### src/rtl/scr1_pipe_mprf_sb.sv
// Multi-port register file (x0 hardwired to zero) with an integrated per-register scoreboard.
// Optional macro SCR1_MPRF_WR_BYPASS_EN selects write-first reads; when it is undefined, reads are read-first.
module scr1_pipe_mprf_sb #(
    parameter int XLEN   = 32,
    parameter int NREGS  = 32,
    parameter int NRD    = 2,
    parameter int NWR    = 1,
    parameter int RD_LAT = 0,
    localparam int AW    = $clog2(NREGS)
) (
    input  logic                clk,
    input  logic                rst,
    input  logic [NRD*AW-1:0]   rd_addr_i,
    output logic [NRD*XLEN-1:0] rd_data_o,
    output logic [NRD-1:0]      rd_busy_o,
    input  logic [NWR-1:0]      wr_req_i,
    input  logic [NWR*AW-1:0]   wr_addr_i,
    input  logic [NWR*XLEN-1:0] wr_data_i,
    input  logic                rsv_req_i,
    input  logic [AW-1:0]       rsv_addr_i,
    output logic                rsv_stall_o,
    input  logic                flush_i,
    output logic [AW:0]         pend_cnt_o
);

    logic [XLEN-1:0]  mem [NREGS];
    logic [NREGS-1:0] pend, pend_nxt, clr;
    logic [AW:0]      cnt_nxt;
    logic             rsv_ok;

    // Storage is deliberately left unreset; a later write port overrides an earlier one.
    always_ff @(posedge clk) begin
        for (int j = 0; j < NWR; j++)
            if (wr_req_i[j] && wr_addr_i[j*AW +: AW] != '0)
                mem[wr_addr_i[j*AW +: AW]] <= wr_data_i[j*XLEN +: XLEN];
    end

    always_comb begin
        clr = '0;
        for (int j = 0; j < NWR; j++)
            if (wr_req_i[j] && wr_addr_i[j*AW +: AW] != '0)
                clr[wr_addr_i[j*AW +: AW]] = 1'b1;
    end

    // A writeback to the reserved register hands ownership over, so it does not stall.
    assign rsv_ok      = rsv_req_i && rsv_addr_i != '0 && !flush_i;
    assign rsv_stall_o = rsv_ok && pend[rsv_addr_i] && !clr[rsv_addr_i];

    always_comb begin
        pend_nxt = pend & ~clr;
        if (rsv_ok && !rsv_stall_o)
            pend_nxt[rsv_addr_i] = 1'b1;
        if (flush_i)
            pend_nxt = '0;
        cnt_nxt = '0;
        for (int k = 0; k < NREGS; k++)
            cnt_nxt = cnt_nxt + (AW+1)'(pend_nxt[k]);
    end

    always_ff @(posedge clk or posedge rst) begin
        if (rst) begin
            pend       <= '0;
            pend_cnt_o <= '0;
        end else begin
            pend       <= pend_nxt;
            pend_cnt_o <= cnt_nxt;
        end
    end

    for (genvar i = 0; i < NRD; i++) begin : g_rd
        logic [AW-1:0]   ra;
        logic [XLEN-1:0] rdat;
        assign ra = rd_addr_i[i*AW +: AW];

        always_comb begin
            rdat = mem[ra];
`ifdef SCR1_MPRF_WR_BYPASS_EN
            for (int j = 0; j < NWR; j++)
                if (wr_req_i[j] && wr_addr_i[j*AW +: AW] == ra)
                    rdat = wr_data_i[j*XLEN +: XLEN];
`endif
        end

`ifdef SCR1_MPRF_WR_BYPASS_EN
        assign rd_busy_o[i] = pend[ra] & ~clr[ra];
`else
        assign rd_busy_o[i] = pend[ra];
`endif

        if (RD_LAT == 0) begin : g_async
            assign rd_data_o[i*XLEN +: XLEN] = (ra == '0) ? '0 : rdat;
        end else begin : g_sync
            logic [XLEN-1:0] rd_q;
            logic            rd_z;
            always_ff @(posedge clk or posedge rst) begin
                if (rst) begin
                    rd_q <= '0;
                    rd_z <= 1'b0;
                end else begin
                    rd_q <= rdat;
                    rd_z <= (ra == '0);
                end
            end
            assign rd_data_o[i*XLEN +: XLEN] = rd_z ? '0 : rd_q;
        end
    end

endmodule

### config.mk
export PLATFORM = sky130hd
export DESIGN_NAME = scr1_pipe_mprf_sb
export DESIGN_NICKNAME = d
export VERILOG_FILES = /design/src/rtl/scr1_pipe_mprf_sb.sv
export SDC_FILE = /design/constraint.sdc
export NUM_CORES = 1
export LEC_CHECK = 0
export BUFFER_PORTS_ARGS = -buffer_cell sky130_fd_sc_hd__buf_2
export CELL_PAD_IN_SITES_DETAIL_PLACEMENT = 1
export CELL_PAD_IN_SITES_GLOBAL_PLACEMENT = 2
export CORE_MARGIN = 2
export CORE_UTILIZATION = 30
export DETAILED_ROUTE_END_ITERATION = 12
export PLACE_DENSITY = 0.52
export SYNTH_ARGS = -nofsm -noshare
export SYNTH_HDL_FRONTEND = slang
export SYNTH_SLANG_ARGS = --single-unit
### constraint.sdc
create_clock -name clk -period 10.7 [get_ports clk]
set_input_delay 0.535 -clock clk [delete_from_list [all_inputs] [get_ports clk]]
set_output_delay 0.535 -clock clk [all_outputs]
set_load 0.02 [all_outputs]
# After elaboration in Yosys (flattened, before gate mapping)
# Memories as Yosys holds them, arrays and structs flattened.
# Cells that the tools add are included.
# word_totals
regBits,38
mem_bits_rw,1024
in_bits,57
out_inout_bits,73
wordCells,77
mem_count,1
# op_classes
n_addsub,31
n_lt_le_gt_ge,6
n_mux,19
bitwise_logic,3
n_reduce_logical,15
# mem_list
name,words,width,read_ports,rd_clocked_by_memory_dff,wr,line,source
mem,32,32,2,0,1,26,logic [XLEN-1:0] mem [NREGS];
# op_table
cell,n
two-way mux 32 bit,5
adder 6 x 1 -> 6 bit,26
bitwise AND 32 bit,1
inverter 32 bit,1
OR 32 bit,1
less-than comparator 5 x 6 -> 1 bit (second input constant),4
binary-select mux 1 bit (select 5 bit),4
demux 1 bit (select 5 bit),2
>= comparator 5 x 1 -> 1 bit (second input constant),2
logical NOT 5 bit,2
nonzero test 5 bit,2
logical AND 1 bit,8
two-way mux 1 bit,8
adder 5 x 1 -> 6 bit,1
adder 4 x 1 -> 5 bit,1
adder 3 x 1 -> 4 bit,1
adder 2 x 1 -> 3 bit,1
logical NOT 1 bit,3
adder 1 x 1 -> 2 bit,1

# Depth between registers and ports, before layout
# Gate-level depths: netlist of run 1.
# logic_depth
depth_word,44
ltp_mapped,28
mapped_depth_nobuf,24

# Least setup slack after synthesis of run 1
# Ideal clock, no wire load.
# synth_path
kind,input -> register
start,in wr_addr_i[4]
end,reg pend_cnt_o[4]
setup_time_ps,123
arrival_ps,7017
t_required_ps,10577
slack_ps,3561
cell_stages,21
n_path_buf,1
path_cell_list,buf_2 > or4b_4 > nor2_1 > o32ai_1 > fa_1 > inv_1 > fa_1 > fa_1 > inv_1 > fa_1 > fa_1 > inv_1 > fa_1 > inv_1 > ha_1 > inv_1 > fa_1 > inv_1 > a21o_1 > a21oi_1 > xnor2_1
# synth_via
elab_cells_between_ends,50
cone_classes,add/sub: 31; order compare: 2; mux: 7; bitwise: 3; reduce/logical: 7
# synth_lines
item,line,source
"start, declared",17,"input logic [NWR*AW-1:0] wr_addr_i,"
less-than comparator 5 x 6 -> 1 bit (implied by the code) / >= comparator 5 x 1 -> 1 bit (equally long branches),42,clr[wr_addr_i[j*AW +: AW]] = 1'b1;
logical AND 1 bit (implied by the code),42,
two-way mux 1 bit (implied by the code),42,
demux 1 bit (select 5 bit),42,
two-way mux 32 bit (*),41,if (wr_req_i[j] && wr_addr_i[j*AW +: AW] != '0)
binary-select mux 1 bit (select 5 bit),47,assign rsv_stall_o = rsv_ok && pend[rsv_addr_i] && !clr[rsv_addr_i];
two-way mux 1 bit (implied by the code),47,
logical NOT 1 bit,47,
[3 not listed],--,
two-way mux 32 bit (*),51,if (rsv_ok && !rsv_stall_o)
two-way mux 32 bit (*),53,if (flush_i)
via pend_nxt[3],27,"logic [NREGS-1:0] pend, pend_nxt, clr;"
adder 3 x 1 -> 4 bit (*),57,cnt_nxt = cnt_nxt + (AW+1)'(pend_nxt[k]);
adder 4 x 1 -> 5 bit (*),57,
adder 5 x 1 -> 6 bit (*),57,
adder 6 x 1 -> 6 bit (*) (26 in series),57,
via cnt_nxt[4],28,logic [AW:0] cnt_nxt;
"end signal, assigned",66,pend_cnt_o <= cnt_nxt;
"end, declared",23,output logic [AW:0] pend_cnt_o
# Mark *: on every way through the listed nets, which the timed path passes. The rest lies on a longest branch. The select of a mux whose other input is x is not followed.

# Worst setup path in the final report of run 1
# layout_path
start,in wr_addr_i[1]
end,reg pend_cnt_o[4]
# layout_via
elab_chain_len,44
elab_cells_between_ends,50
cone_classes,add/sub: 31; order compare: 2; mux: 7; bitwise: 3; reduce/logical: 7
# layout_lines
item,line
less-than comparator 5 x 6 -> 1 bit (implied by the code) / >= comparator 5 x 1 -> 1 bit (equally long branches),42
logical AND 1 bit (implied by the code),42
two-way mux 1 bit (implied by the code),42
demux 1 bit (select 5 bit),42
two-way mux 32 bit (*),41
binary-select mux 1 bit (select 5 bit),47
two-way mux 1 bit (implied by the code),47
logical NOT 1 bit,47
[5 not listed],--
via pend_nxt[1],27
adder 1 x 1 -> 2 bit (*),57
adder 2 x 1 -> 3 bit (*),57
adder 3 x 1 -> 4 bit (*),57
adder 4 x 1 -> 5 bit (*),57
adder 5 x 1 -> 6 bit (*),57
adder 6 x 1 -> 6 bit (*) (26 in series),57
via cnt_nxt[4],28
# Marks and branches as above.

==> flow_metrics.tcl, run 1 <==
set metrics [dict create \
    cellPowerDensity_mw_per_mm2 167.1 \
    final_common_cell "edfxtp_1" \
    syn_area_mm2 0.05073 \
    dp_slack_ps 2973 \
    crit_type "primary input to flop" \
    p_leak_nw 18.60 \
    grtUsageTotal_pct 21.55 \
    die_y_um 415.2 \
    clk_pin_slew_ps 60 \
    tightestPinTransition_ps 1136 \
    setup-tns-final_ps 0 \
    fin_crit_sh_pct 65.22 \
    start_kind "primary input" \
    cts.sinks 1062 \
    synth_edf_count 1024 \
    grt_max_degree 107 \
    setup_ws_ps 3721 \
    cts_setup_buffers 0 \
    avgSynthCellArea_um2 20.21 \
    grt_pass1_vias 31729 \
    synth_top_family_by_area "multiplexers" \
    crit_arrival_ps 7590 \
    fmax_ghz 0.1433 \
    yosysTopAreaCell "edfxtp_1" \
    min_from "wr_data_i[0]" \
    clock_latency_ps 740 \
    drt-total-wl_um 186200 \
    rr_startpoint "pend[23]$_DFF_PP0_" \
    seq_area_frac_synth_pct 62.48 \
    gp_congestion 0.7930 \
    start_util_pct 30.27 \
    cts_buffers 119 \
    ir_drop_v 0.0001207 \
    synthTopCellsByArea "edfxtp_1, mux4_2, mux2i_1" \
    antenna_found_initial 16 \
    die_w_um 415.2 \
    reg2reg_depth 24 \
    vias 28341 \
    ys_ff_latch 1062 \
    post-route-min-period_ps 6979 \
    cts_max_path_buffers 3 \
    async_reset_ff_share_pct 3.578 \
    synth_top_area_share_pct 60.61 \
    final_cell_mix "edfxtp_1, mux4_2, mux2i_1" \
    setup_viol_count_final 0 \
    hp-class "primary input to flop" \
    cts-root-buf "clkbuf_16" \
    yosysWarnings 0 \
    reg2reg_slack_ps 3910 \
    htreeDepth 3 \
    ys_types 60 \
    p_total_w 0.009713 \
    hold_violations 0 \
    drv_slew 0 \
    rsz0062_at_grt "no" \
    relSlewSlack_pct 24.08 \
    status "completed" \
    synth_compound_area_share_pct 3.359 \
    dieArea_mm2 0.1724 \
    vias_per_cell 5.723 \
    grt_pass1_wl_um 258600 \
    core_mm2 0.1676 \
    ios 130 \
    nNetsFinal 2736 \
    grt-ovfl-total 0 \
    cp-end-kind "flop" \
    holdPathEnd "mem[14][0]$_DFFE_PP_" \
    crit_required_ps 11310 \
    hpwl_um 99040 \
    synth-main-ff-cell "edfxtp_1" \
    drt_first_iter_violations 2778 \
    rows 150 \
    wl_per_cell_um 37.60 \
    hold_depth 1 \
    cts_resized 0 \
    r2r-end "pend_cnt_o[4]$_DFF_PP0_" \
    synthXorXnorAreaFrac_pct 0.06905 \
    drive_gt1_share_pct 37.52 \
    drv_cap 0 \
    syn-instance-count 2510 \
    drc 0 \
    cts_tree "done" \
    synth_simple_gate_area_share_pct 1.988 \
    drt_pre_antenna_iters 7 \
    area_growth_pct 14.60 \
    synth-adder-area-share_pct 1.120 \
    fin_skew_ps 14.22 \
    numPortBuffers 129 \
    ant_nets 0 \
    synth_mux_area_share_pct 28.83 \
    crit_fanout 49 \
]
==> worst max path at each step <==
stage,startpoint,end,depth (start not counted)
global placement,wr_addr_i[1],pend_cnt_o[4]$_DFF_PP0_,23
floorplan,wr_addr_i[4],pend_cnt_o[4]$_DFF_PP0_,21
detailed placement,wr_addr_i[1],pend_cnt_o[4]$_DFF_PP0_,24
global route,wr_addr_i[1],pend_cnt_o[4]$_DFF_PP0_,24
finish,wr_addr_i[1],pend_cnt_o[4]$_DFF_PP0_,24
CTS,wr_addr_i[1],pend_cnt_o[4]$_DFF_PP0_,23
==> cell type report <==
class                           count  area [um^2]
Antenna cell                        3        7.507
Clock buffer                      159         3263
Clock inverter                     59        654.4
Fill cell                       16352       109500
Inverter                           37        138.9
Multi-Input combinational cell   1228        18330
Sequential cell                  1062        31700
Tap cell                         2204         2758
Timing Repair Buffer              200         1290
==> routing by layer <==
layer | vias up | GRT usage (%) | wire length, um
met1 | 15908 | 29.05 | 80350
li1 | 11190 | - | -
met3 | 287 | 3.052 | 8652
met4 | 4 | 5.592 | 5037
met5 | - | 0 | 25
met2 | 952 | 36.52 | 92110
==> power by group <==
| group | switching [W] | internal, W | total, W |
|---|---|---|---|
| clock | 0.00171 | 0.00246 | 0.00417 |
| combinational | 0.000538 | 0.000353 | 0.000890 |
| sequential | 0.0000267 | 0.00462 | 0.00465 |
==> flip-flops by register name, indices dropped and copies added, names as in the netlist <==
register	count
pend	32
mem	1024
pend_cnt_o	6
==> what timing repair did <==
action | CTS | global route
hold buffers | 1 | 0
endpoints found under the setup margin | 0 | 0
endpoints found under the hold margin | 38 | 0
==> cell usage after synthesis (all sizes together), types with 3 or more instances <==
library cell and n:
a211o 20, a211oi 4, a21oi 26, a221oi 33, buf 95, clkbuf 119, dfrtp 38, edfxtp 1024
fa 24, ha 7, inv 37, mux2 55, mux2i 153, mux4 554, nand2 10, nand2b 26
nand3b 4, nand4b 3, nand4bb 3, nor2 78, nor2b 6, nor3 32, nor4 3, o21ai 5
o221ai 30, o22ai 31, o31a 5, o31ai 9, o32a 14, o32ai 24, or3b 7, xnor2 3
==> critical path: stages <==
cell,delay [ps]
buf_2,150
nand2b_1,780
nor3b_1,210
o21ai_0,200
and4_1,190
and4_2,950
o32ai_1,290
fa_1,560
inv_1,60
fa_1,470
fa_1,510
inv_1,50
fa_1,460
fa_1,500
inv_1,50
fa_1,440
inv_1,80
ha_1,170
inv_1,80
fa_1,460
inv_1,70
a21o_1,110
a21oi_1,70
xnor2_1,130
==> metrics by stage <==
step                      hold WS [ps]  area, um^2  utilization [%]  std cells
after floorplan                  569.2       50850                -       2541
after global placement           668.2       54210            32.34       4730
after detailed placement         672.7       54210            32.34       4730
after CTS                        248.0       58130            34.69       4949
after global routing             290.1       58130            34.69       4949
final                            297.8       58140            34.69       4952
==> kinds of logic after synthesis <==
logic type      Yosys count
compound gates          208
xor+xnor                  4
fa+ha+maj                31
buf+inv                 251
flops                  1062
mux                     762
other cells               1
simple gates            191
Power figures use the tool's default switching activity.
==> inputs of run 2 (changes only) <==
==> constraint.sdc (replaced) <==
create_clock -name clk -period 7.05 [get_ports clk]
set_input_delay 0.3525 -clock clk [delete_from_list [all_inputs] [get_ports clk]]
set_output_delay 0.3525 -clock clk [all_outputs]
set_load 0.02 [all_outputs]
==> run 2 against run 1 <==
Effect of this change:
- via count hardly changed
- clock-buffer cell count is 2 higher
- global-route usage is 0.086 points higher
- largest cell class unchanged
- clock power is 63% higher
- sequential share of layout area is 0.64 points lower
- sequential cell count stayed put
- clock skew is 4.3 ps lower
- highest routed layer unchanged
==> flow_metrics.tcl, run 2 (synthesized netlist as in run 1, its figures left out) <==
set metrics [dict create \
    nNetsFinal 2782 \
    gp_congestion 0.8167 \
    p_total_w 0.01520 \
    start_util_pct 30.27 \
    grt_max_degree 99 \
    whs_ps 100.0 \
    dieArea_mm2 0.1724 \
    htreeDepth 4 \
    critPathSlowestCell "fa_1" \
    cts_setup_buffers 0 \
    drc 0 \
    fin_skew_ps 9.905 \
    cts_max_path_buffers 3 \
    p_leak_nw 18.97 \
    cts-root-buf "clkbuf_16" \
    ir_drop_v 0.0002324 \
    p_switching_w 0.003609 \
    crit_type "flop to flop" \
    drt_pre_antenna_iters 5 \
    final_common_cell "edfxtp_1" \
    cp_num_buf_inv 6 \
    crit_fanout 22 \
    drt-total-wl_um 186400 \
    crit_required_ps 7700 \
    cellPowerDensity_mw_per_mm2 258.3 \
    hpwl_um 99260 \
    cpMostUsedCell "fa_1" \
    numPortBuffers 129 \
    hold_depth 1 \
    drv_cap 0 \
    ant_nets 0 \
    reg2reg_depth 23 \
    wl_per_cell_um 37.21 \
    cp-end-kind "flop" \
    cts.sinks 1062 \
    hold_violations 0 \
    utilization_pct 35.11 \
    largest_register_ffs 1024 \
    post-route-min-period_ps 6643 \
    vias_per_cell 5.657 \
    vias 28335 \
    start_kind "flop" \
    grt_pass1_vias 31476 \
    cts_buffers 131 \
    ios 130 \
    rsz0062_at_grt "no" \
    relSlewSlack_pct 17.27 \
    path_cells "mux4_2, nor2b_1, a21oi_1, o21ai_1, and4_2, buf_4, o32a_1, fa_1, fa_1, inv_1, fa_1, fa_1, fa_1, inv_1, fa_1, inv_1, ha_1, inv_1, fa_1, inv_1, a21o_1, a21oi_1, xnor2_1" \
    die_w_um 415.2 \
    drt_first_iter_violations 2529 \
    clkPwrFrac_pct 44.6 \
    antenna_found_initial 15 \
    tightestPinTransition_ps 1238 \
    grt-ovfl-total 0 \
    crit_arrival_ps 7290 \
    path_depth 23 \
    power.internal_w 0.01159 \
    die_y_um 415.2 \
    setup-tns-final_ps 0 \
    p_sw_share_pct 23.74 \
    combPwrFrac_pct 9.0 \
    drive_gt1_share_pct 38.84 \
    cts_tree "done" \
    cts_hold_repair.buffers 1 \
    clock_latency_ps 770 \
    rows 150 \
    grt_pass1_wl_um 258700 \
    fin_crit_sh_pct 94.23 \
    seqPwrFrac_pct 46.4 \
    final_cell_mix "edfxtp_1, mux4_2, mux2i_1" \
    fmax_ghz 0.1505 \
    grtUsageTotal_pct 21.64 \
    cp_slowest_stage_delay_ps 550 \
    setup_viol_count_final 0 \
    clk_pin_slew_ps 50 \
    cts_resized 0 \
    drv_slew 0 \
    core_mm2 0.1676 \
    hp-class "primary input to flop" \
    critPathTopFamily "adder cells" \
    area_growth_pct 15.97 \
    status "completed" \
]
run 2: worst paths after layout:
path / start / end / slack (ps)
max in group asynchronous: rst / pend[25]$_DFF_PP0_ / 6360
worst max register to register: pend[23]$_DFF_PP0_ / pend_cnt_o[4]$_DFF_PP0_ / 410
worst min register to register: pend[1]$_DFF_PP0_ / pend[1]$_DFF_PP0_ / 620
worst min-delay path: wr_data_i[25] / mem[3][25]$_DFFE_PP_ / 100
worst max-delay path: pend[23]$_DFF_PP0_ / pend_cnt_o[4]$_DFF_PP0_ / 410
min in group asynchronous: rst / pend_cnt_o[3]$_DFF_PP0_ / 280
run 2: routing by layer:
layer | global-route usage [%] | wire [um] | share of wire, %
met5 | 0 | 15 | 0.0080
met4 | 7.095 | 5846 | 3.1
met3 | 3.342 | 9079 | 4.9
met2 | 36.56 | 93220 | 50
met1 | 28.49 | 78210 | 42
run 2: cell type report:
cell class | count | area, um^2
clock inverters | 79 | 777.0
well taps | 2204 | 2758
diodes | 4 | 10.01
flip-flops and latches | 1062 | 31700
multi-input cells | 1228 | 18330
inverters | 37 | 138.9
repair buffers | 234 | 1608
clock buffers | 161 | 3516
fillers | 16381 | 108800
run 2: power groups by stage:
stage	sequential [W]	clock, W	combinational (W)
after global routing	0.00706	0.00716	0.00145
after detailed placement	0.00719	0	0.00140
after global placement	0.00718	0	0.00138
after CTS	0.00706	0.00693	0.00140
final	0.00706	0.00678	0.00137
after floorplan	0.00718	0	0.000836
run 2: metrics by stage:
step	area [um^2]	setup WS, ps	std cells
global placement	54520	-53.47	4764
CTS	58830	362.2	5005
global route	58830	164.6	5006
finish	58840	406.6	5009
detailed placement	54520	-44.52	4764
floorplan	50850	93.35	2541
